<file path="src/rtl/readout_sequencer.sv">
// Round-robin readout master: requests a triggered channel, drains WORDS samples
// from its show-ahead FIFO onto a single valid/ready stream, then releases it.
module readout_sequencer #(
    parameter int NCH     = 4,
    parameter int DATA_W  = 12,
    parameter int WORDS   = 16,
    parameter int TIMEOUT = 255
) (
    input  logic                  clk,
    input  logic                  rst_n,
    input  logic                  RUN,
    input  logic [NCH-1:0]        CH_TRIGGERED,
    input  logic [NCH-1:0]        RO_ENABLE,
    output logic [NCH-1:0]        ROREQUEST,
    output logic [NCH-1:0]        RODONE_n,
    input  logic [NCH-1:0]        CH_EMPTY,
    input  logic [NCH*DATA_W-1:0] CH_DATA,
    output logic [NCH-1:0]        CH_RDEN,
    output logic [DATA_W-1:0]     OUT_DATA,
    output logic [3:0]            OUT_CHAN,
    output logic                  OUT_LAST,
    output logic                  OUT_VALID,
    input  logic                  OUT_READY,
    output logic                  BUSY,
    output logic                  ERR
);

    localparam int CW = $clog2(WORDS + 1);
    localparam int TW = $clog2(TIMEOUT + 1);

    typedef enum logic [2:0] {
        S_IDLE,
        S_REQUEST,
        S_READ,
        S_DONE,
        S_DRAIN,
        S_NEXT
    } state_t;

    state_t              state_q, state_d;
    logic [3:0]          cur_q, cur_d;
    logic [3:0]          ptr_q, ptr_d;
    logic [CW-1:0]       count_q, count_d;
    logic [TW-1:0]       tmo_q, tmo_d;
    logic                err_q, err_d;
    logic                busy_q, busy_d;
    logic [NCH-1:0]      rorequest_q, rorequest_d;
    logic [NCH-1:0]      rodone_n_q, rodone_n_d;
    logic [DATA_W-1:0]   out_data_q, out_data_d;
    logic [3:0]          out_chan_q, out_chan_d;
    logic                out_last_q, out_last_d;
    logic                out_valid_q, out_valid_d;

    // Channel inputs widened to 16 entries so a 4-bit channel index always fits.
    logic [15:0]         trig_ext;
    logic [15:0]         en_ext;
    logic [15:0]         empty_ext;
    logic [DATA_W-1:0]   data_ext [16];
    logic [NCH-1:0]      sel_oh;
    logic [NCH-1:0]      cur_oh;

    logic                found;
    logic [3:0]          sel;
    logic [3:0]          idx;
    logic                rd_en;

    genvar gi;
    generate
        for (gi = 0; gi < 16; gi++) begin : g_ext
            if (gi < NCH) begin : g_ch
                assign trig_ext[gi]  = CH_TRIGGERED[gi];
                assign en_ext[gi]    = RO_ENABLE[gi];
                assign empty_ext[gi] = CH_EMPTY[gi];
                assign data_ext[gi]  = CH_DATA[gi*DATA_W +: DATA_W];
            end else begin : g_pad
                assign trig_ext[gi]  = 1'b0;
                assign en_ext[gi]    = 1'b0;
                assign empty_ext[gi] = 1'b1;
                assign data_ext[gi]  = '0;
            end
        end

        for (gi = 0; gi < NCH; gi++) begin : g_onehot
            assign sel_oh[gi]  = (sel == 4'(gi));
            assign cur_oh[gi]  = (cur_q == 4'(gi));
            assign CH_RDEN[gi] = rd_en & cur_oh[gi];
        end
    endgenerate

    // First triggered channel at or after the pointer, wrapping modulo NCH.
    always_comb begin
        found = 1'b0;
        sel   = ptr_q;
        idx   = ptr_q;
        for (int k = 0; k < NCH; k++) begin
            idx = 4'((int'(ptr_q) + k) % NCH);
            if (!found && trig_ext[idx]) begin
                found = 1'b1;
                sel   = idx;
            end
        end
    end

    // A pop is only allowed when the output register is free or being emptied.
    assign rd_en = (state_q == S_READ) && !empty_ext[cur_q] &&
                   (!out_valid_q || OUT_READY) && (count_q < CW'(WORDS));

    always_comb begin
        state_d     = state_q;
        cur_d       = cur_q;
        ptr_d       = ptr_q;
        count_d     = count_q;
        err_d       = err_q;
        rorequest_d = rorequest_q;
        rodone_n_d  = '1;
        out_data_d  = out_data_q;
        out_chan_d  = out_chan_q;
        out_last_d  = out_last_q;
        out_valid_d = out_valid_q;

        case (state_q)
            S_IDLE: begin
                if (RUN && found) begin
                    cur_d       = sel;
                    rorequest_d = sel_oh;
                    state_d     = S_REQUEST;
                end
            end
            S_REQUEST: begin
                if (en_ext[cur_q]) begin
                    rorequest_d = '0;
                    state_d     = S_READ;
                end else if (tmo_q == TW'(TIMEOUT - 1)) begin
                    rorequest_d = '0;
                    err_d       = 1'b1;
                    state_d     = S_NEXT;
                end
            end
            S_READ: begin
                if (out_valid_q && OUT_READY && out_last_q && (count_q == CW'(WORDS))) begin
                    rodone_n_d = ~cur_oh;
                    state_d    = S_DONE;
                end
            end
            S_DONE: begin
                state_d = S_DRAIN;
            end
            S_DRAIN: begin
                if (!en_ext[cur_q]) begin
                    state_d = S_NEXT;
                end else if (tmo_q == TW'(TIMEOUT - 1)) begin
                    err_d   = 1'b1;
                    state_d = S_NEXT;
                end
            end
            S_NEXT: begin
                ptr_d   = (cur_q == 4'(NCH - 1)) ? 4'd0 : cur_q + 4'd1;
                count_d = '0;
                state_d = S_IDLE;
            end
            default: begin
                state_d = S_IDLE;
            end
        endcase

        if (rd_en) begin
            out_data_d  = data_ext[cur_q];
            out_chan_d  = cur_q;
            out_valid_d = 1'b1;
            out_last_d  = (count_q == CW'(WORDS - 1));
            count_d     = count_q + 1'b1;
        end else if (out_valid_q && OUT_READY) begin
            out_valid_d = 1'b0;
        end
    end

    // Timeout counter restarts on every state change and saturates otherwise.
    always_comb begin
        if (state_d != state_q) begin
            tmo_d = '0;
        end else if (tmo_q == TW'(TIMEOUT)) begin
            tmo_d = tmo_q;
        end else begin
            tmo_d = tmo_q + 1'b1;
        end
        busy_d = (state_d != S_IDLE);
    end

    always_ff @(posedge clk or negedge rst_n) begin
        if (!rst_n) begin
            state_q     <= S_IDLE;
            cur_q       <= '0;
            ptr_q       <= '0;
            count_q     <= '0;
            tmo_q       <= '0;
            err_q       <= 1'b0;
            busy_q      <= 1'b0;
            rorequest_q <= '0;
            rodone_n_q  <= '1;
            out_data_q  <= '0;
            out_chan_q  <= '0;
            out_last_q  <= 1'b0;
            out_valid_q <= 1'b0;
        end else begin
            state_q     <= state_d;
            cur_q       <= cur_d;
            ptr_q       <= ptr_d;
            count_q     <= count_d;
            tmo_q       <= tmo_d;
            err_q       <= err_d;
            busy_q      <= busy_d;
            rorequest_q <= rorequest_d;
            rodone_n_q  <= rodone_n_d;
            out_data_q  <= out_data_d;
            out_chan_q  <= out_chan_d;
            out_last_q  <= out_last_d;
            out_valid_q <= out_valid_d;
        end
    end

    assign ROREQUEST = rorequest_q;
    assign RODONE_n  = rodone_n_q;
    assign OUT_DATA  = out_data_q;
    assign OUT_CHAN  = out_chan_q;
    assign OUT_LAST  = out_last_q;
    assign OUT_VALID = out_valid_q;
    assign BUSY      = busy_q;
    assign ERR       = err_q;

endmodule

</file>
<file path="config.mk">
export PLATFORM = sky130hd
export DESIGN_NAME = readout_sequencer
export DESIGN_NICKNAME = d
export VERILOG_FILES = /design/src/rtl/readout_sequencer.sv
export SDC_FILE = /design/constraint.sdc
export NUM_CORES = 1
export LEC_CHECK = 0
export CELL_PAD_IN_SITES_DETAIL_PLACEMENT = 1
export CELL_PAD_IN_SITES_GLOBAL_PLACEMENT = 2
export CORE_MARGIN = 3
export CORE_UTILIZATION = 29
export DETAILED_ROUTE_END_ITERATION = 10
export PLACE_DENSITY_LB_ADDON = 0.1
export SYNTH_ARGS = -nofsm -noshare
export SYNTH_HDL_FRONTEND = slang
export SYNTH_SLANG_ARGS = --single-unit
</file>
<file path="constraint.sdc">
create_clock -name clk -period 4.8 [get_ports clk]
set_input_delay 1.44 -clock clk [delete_from_list [all_inputs] [get_ports clk]]
set_output_delay 1.44 -clock clk [all_outputs]
set_load 0.01 [all_outputs]
</file>
# Yosys cells after proc, flatten, opt, wreduce, memory -nomap -nowiden
# Index checks and enable logic that the tools add are counted.
[word_totals] ff_bits=52 input_bits=64 out_inout_bits=32 word_cells=132
[classes] add_sub_neg=6 order_cmp=7 n_eq_ne=21 mux=46 bitwise=9 n_reduce_logical=30
[op_table] operator="12-bit binary-select mux with 4-bit select" count=1
[op_table] operator="4-bit two-way mux" count=10
[op_table] operator="12-bit two-way mux" count=2
[op_table] operator="4-bit by 5-bit < comparator with 1-bit output, second input constant" count=4
[op_table] operator="4-bit by 2-bit equality test with 1-bit output, second input constant" count=4
[op_table] operator="8-bit equality test, second input constant" count=2
[op_table] operator="8-bit two-way mux" count=2
[op_table] operator="1-bit two-way mux" count=15
[op_table] operator="3-bit two-way mux" count=5
[op_table] operator="3-bit case mux with 5 select lines" count=1
[op_table] operator="1-bit logical AND" count=10
[op_table] operator="5-bit two-way mux" count=2
[op_table] operator="1-bit binary-select mux with 3-bit select" count=3
[op_table] operator="8-bit by 1-bit adder with 8-bit output, second input constant" count=1
[op_table] operator="1-bit binary-select mux with 4-bit select" count=2
[op_table] operator="4-bit by 1-bit equality test with 1-bit output, second input constant" count=2
[op_table] operator="4-bit logical NOT" count=2
[op_table] operator="2-bit != test, second input constant" count=4
[op_table] operator="4-bit case mux with 2 select lines" count=1
[op_table] operator="2-bit nonzero test" count=4
[op_table] operator="3-bit by 2-bit equality test with 1-bit output, second input constant" count=2
[op_table] operator="3-bit equality test, second input constant" count=2
[op_table] operator="3-bit AND reduction" count=2
[op_table] operator="2-bit OR reduction" count=3
[op_table] operator="other kinds (23)" count=33

# Logic depth before layout (Yosys ltp)
# Gate-level depths: netlist of the first run.
[depth] word_depth=18 depth_mapped=7 depth_no_buf=7

# Worst setup path after synthesis of the first run
# OpenSTA, ideal clock, no wires.
[synth_path] path_kind="input to output" from="input port CH_EMPTY[3]" to="output port CH_RDEN[0]" t_arrival_ns=2.490 required_ns=3.360 setup_slack_ns=0.870 stages=4 path_buffers=1 path_cell_list="mux4_2 > nor3_1 > buf_2 > and3_1"
[synth_via] elab_chain_cells=7
[synth_rtl] element="start: declaration" line_no="16" source="input logic [NCH-1:0] CH_EMPTY,"
[synth_rtl] element="1-bit binary-select mux with 4-bit select" line_no="105" source="assign rd_en = (state_q == S_READ) && !empty_ext[cur_q] &&"
[synth_rtl] element="1-bit two-way mux (not written as such)" line_no="105"
[synth_rtl] element="1-bit logical NOT" line_no="105"
[synth_rtl] element="1-bit logical AND (2 in a row)" line_no="105"
[synth_rtl] element="1-bit logical AND" line_no="106" source="(!out_valid_q || OUT_READY) && (count_q < CW'(WORDS));"
[synth_rtl] element="1-bit AND" line_no="86" source="assign CH_RDEN[gi] = rd_en & cur_oh[gi];"
[synth_rtl] element="end: declaration" line_no="18" source="output logic [NCH-1:0] CH_RDEN,"
# Every way passes these cells. The select of a mux whose other input is x is not followed.

# Worst setup path after layout of the first run
[layout_path] from="input port CH_EMPTY[3]" to="output port CH_RDEN[2]"
# The elaborated chain is that of the path after synthesis.

==> results.md, run 1 <==
- Crit path largest cell delay: 0.54 ns
- # hold bufs at CTS: 0
- Clock Tree Root: clkbuf_8
- Reg clk slew, reported paths: 0.10 ns
- Final setup vio count: 0
- Slew HR: 32.0%
- Initial Utilization: 30.1%
- Critical Path Start Type: input port
- Clk_skew: 0.00668 ns
- Routed WL: 8.64 mm
- CTS resizes: 5
- Status: finished, final reports clean
- Post-synth EDFFs: 0
- Total grt overflow: 0
- Mapped Nets: 344
- DRC: 0
- IO Pins: 96
- # clock sinks: 50
- Yosys warns: 0
- Maximum Capacitance Violations: 0
- Dpl ws: -0.0757 ns
- Final setup margin: 0.177 ns
- Reg2reg setup slack: 2.50 ns
- Final-report max-slew violation count: 0
- Final-report hold violation count: 0
- Top area cells in the synthesized netlist: dfrtp_1 (41%), mux4_2 (8.9%), nand2_1 (6.0%), nand3_1 (4.7%), ha_1 (4.0%)
- Vias per inst: 4.88
- Layout cells sized above 1: 13.0%
- Clock Latency Late Sink: 0.30 ns
- Setup TNS: 0 ns
- Critical path arrival: 3.18 ns
- Number of global-route vias before repair: 2464
- Die area: 0.0109 sq mm
- WL/cell: 17.3 um
- Most common cell after layout, fill and taps aside: clkdlybuf4s50_1
- DP HPWL: 6.47 mm
- Yosys cell types: 50
- Number of placement rows: 35
- Input/output buffers: 95
- CTS buffer count: 5
- Clock Tree Buf Depth: 2
- DRT iter0 DRCs: 64
- CP Cell Sequence: clkdlybuf4s50_1, mux4_2, nor3_4, buf_4, and3_1, dlygate4sd2_1
- H-tree depth: 2
- Post-CTS Setup Bufs: 0
- Area Growth Syn to Fin: 44.1%
- Pwr dens: 468 mW/mm^2
- Total GRT Usage: 16.1%
- Max Clk Rate: 216 MHz
- DRT antenna net count: 0
- Post-Syn Instances: 271
- Netlist Area Pre-Place: 0.00280 sq mm
- CTS tree: yes
- Avg Cell Area, Syn: 10.3 sq um
- Crit path time final: 4.62 ns
- Die W: 104 um
- Nets@finish: 441
- TritonRoute pass-1 iters: 4
- Crit Path Max Fanout: 3
- Global-route wire length before repair: 14.0 mm
- Pleak: 0.00174 uW
- Worst Path Required: 3.36 ns
- Worst IR drop on VDD: 0.000167 V
- Die height: 104 um
- DR vias: 2429
- Endpoint class of the critical path: primary output
- Initial antenna violation count: 0
- Fin crit share: 96.3%
- Sequential area share after synthesis: 44.9%
- Post-synth top area share: 41.2%
- Final RePlAce weighted congestion: 0.748
- FFs w/ async S/R, synth: 100%
- Core Box Area: 0.00928 sq mm
- Top Family by Delay on Critical Path: buffers and inverters
- Ant. Diodes: 0
- Largest net degree at the start of global routing: 28
- Number of synthesized register bits: 50
- Most frequent cells in the layout: clkdlybuf4s50_1 (90), dfrtp_1 (46), nand2_1 (45), nand3_1 (26), nor2_1 (17)
- Leading area contributor after synthesis: dfrtp_1
- Crit path buf inv count: 3
- Least-Margin Pin Slew: 1.02 ns
- Max stage delay cell, worst path: mux4_2
- Top FF cell, synth: dfrtp_1
- Critical Setup Path Class: in2out
- Worst min-delay path class: reg2reg
- RSZ-0062 raised after global routing: false
logic make-up after synthesis:
kind of cell               count (synthesis)  synth area share, %
and+or+nand+nor                          128                 22.7
DFF                                       50                 44.9
AOI/OAI and AO/OA                         40                 10.6
buffers and inverters                     24                 4.61
muxes                                     17                 12.2
adders and majority gates                  9                 4.03
xor gates and xnor gates                   3                0.940
where the power goes:
part | switching (uW) | internal (uW) | total (uW)
Sequential | 99.3 | 539 | 639
Combinational | 438 | 433 | 870
Clock | 151 | 223 | 374
Total | 688 | 1190 | 1880
path summary, 6_finish.rpt:
| kind | cells after the start | to | start |
|---|---|---|---|
| max | 6 | CH_RDEN[2] | CH_EMPTY[3] |
| min | 1 | ERR$_DFFE_PN0P_ | ERR$_DFFE_PN0P_ |
| max reg2reg | 5 | count_q[3]$_DFFE_PN0P_ | cur_q[1]$_DFFE_PN0P_ |
| min reg2reg | 1 | ERR$_DFFE_PN0P_ | ERR$_DFFE_PN0P_ |
| max in group asynchronous | 2 | RODONE_n[1]$_DFF_PN1_ | rst_n |
| min in group asynchronous | 1 | OUT_CHAN[0]$_DFFE_PN0P_ | rst_n |
final cells by class:
type | count | area (sq um)
fill | 1045 | 5260
multi-input combinational | 197 | 1420
sequential | 50 | 1260
timing repair buffer | 104 | 1010
tap | 129 | 161
clock buffer | 6 | 82.6
clock inverter | 2 | 60.1
inverter | 10 | 37.5
flip-flops by register name, indices dropped and copies added (netlist names):
name and flops:
OUT_VALID 1, ROREQUEST 4, tmo_q 8, OUT_LAST 1
state_q 3, OUT_DATA 12, cur_q 4, RODONE_n 4
ptr_q 2, ERR 1, BUSY 1, count_q 5
OUT_CHAN 4
synthesized netlist by cell type (2+ instances only):
cell type / number
ha_1: 9
o21ai_0: 10
nand3_1: 26
dfrtp_1: 46
nor2_1: 17
mux4_2: 11
buf_6: 3
nand4_1: 4
clkbuf_1: 6
nor3_1: 5
buf_2: 4
nand2b_1: 3
nand2_1: 45
or3_1: 2
dfstp_2: 4
nor2b_1: 5
a22o_1: 2
a31oi_1: 2
and3_1: 6
mux2i_1: 3
mux4_1: 2
and2_1: 2
and4_1: 3
a21oi_1: 7
xor2_1: 2
o21ai_2: 4
a31o_2: 2
nand3b_1: 3
a211oi_2: 3
inv_1: 10
metrics by stage:
| step | hold WS (ns) | std cells | total power (uW) | utilization (%) | cell area, sq um |
|---|---|---|---|---|---|
| 2_1_floorplan | 0.495 | 271 | 1160 | - | 2800 |
| 3_3_place_gp | 0.456 | 490 | 1520 | 41.8 | 3880 |
| 3_5_place_dp | 0.458 | 490 | 1540 | 41.8 | 3880 |
| 4_1_cts | 0.483 | 498 | 1920 | 43.4 | 4030 |
| 5_1_grt | 0.508 | 498 | 2030 | 43.4 | 4030 |
| 6_report | 0.475 | 498 | 1880 | 43.4 | 4030 |
metal layers:
layer | track usage, % | part of all wire (%) | vias up
met4 | 2.85 | 0.44 | 0
met5 | 0 | 0 | -
met1 | 22.7 | 48 | 1199
li1 | - | - | 1171
met3 | 3.72 | 4.6 | 2
met2 | 25.6 | 47 | 57
worst register-to-register path: cells and delay by family, from the launching register on:
kind,cells,cell delay (ns)
compound gates,1,0.10
buf+inv,1,0.27
flops,1,0.33
mux,1,0.42
simple gates,2,1.02
Power figures use the tool's default switching activity.
==> inputs of run 2 (changes only) <==
--- a/config.mk
+++ b/config.mk
@@ -10,6 +10,7 @@
 export CORE_MARGIN = 3
 export CORE_UTILIZATION = 29
 export DETAILED_ROUTE_END_ITERATION = 10
+export HOLD_SLACK_MARGIN = 0.08
 export PLACE_DENSITY_LB_ADDON = 0.1
 export SYNTH_ARGS = -nofsm -noshare
 export SYNTH_HDL_FRONTEND = slang
==> results of run 2 <==
Same layout as run 1: the final DEF is identical, and so are final timing and power.
==> inputs of run 3 (changes only) <==
--- a/config.mk
+++ b/config.mk
@@ -12,6 +12,7 @@
 export DETAILED_ROUTE_END_ITERATION = 10
 export HOLD_SLACK_MARGIN = 0.08
 export PLACE_DENSITY_LB_ADDON = 0.1
+export SKIP_LAST_GASP = 1
 export SYNTH_ARGS = -nofsm -noshare
 export SYNTH_HDL_FRONTEND = slang
 export SYNTH_SLANG_ARGS = --single-unit
==> results of run 3 <==
Same layout as run 1: the final DEF is identical, and so are final timing and power.
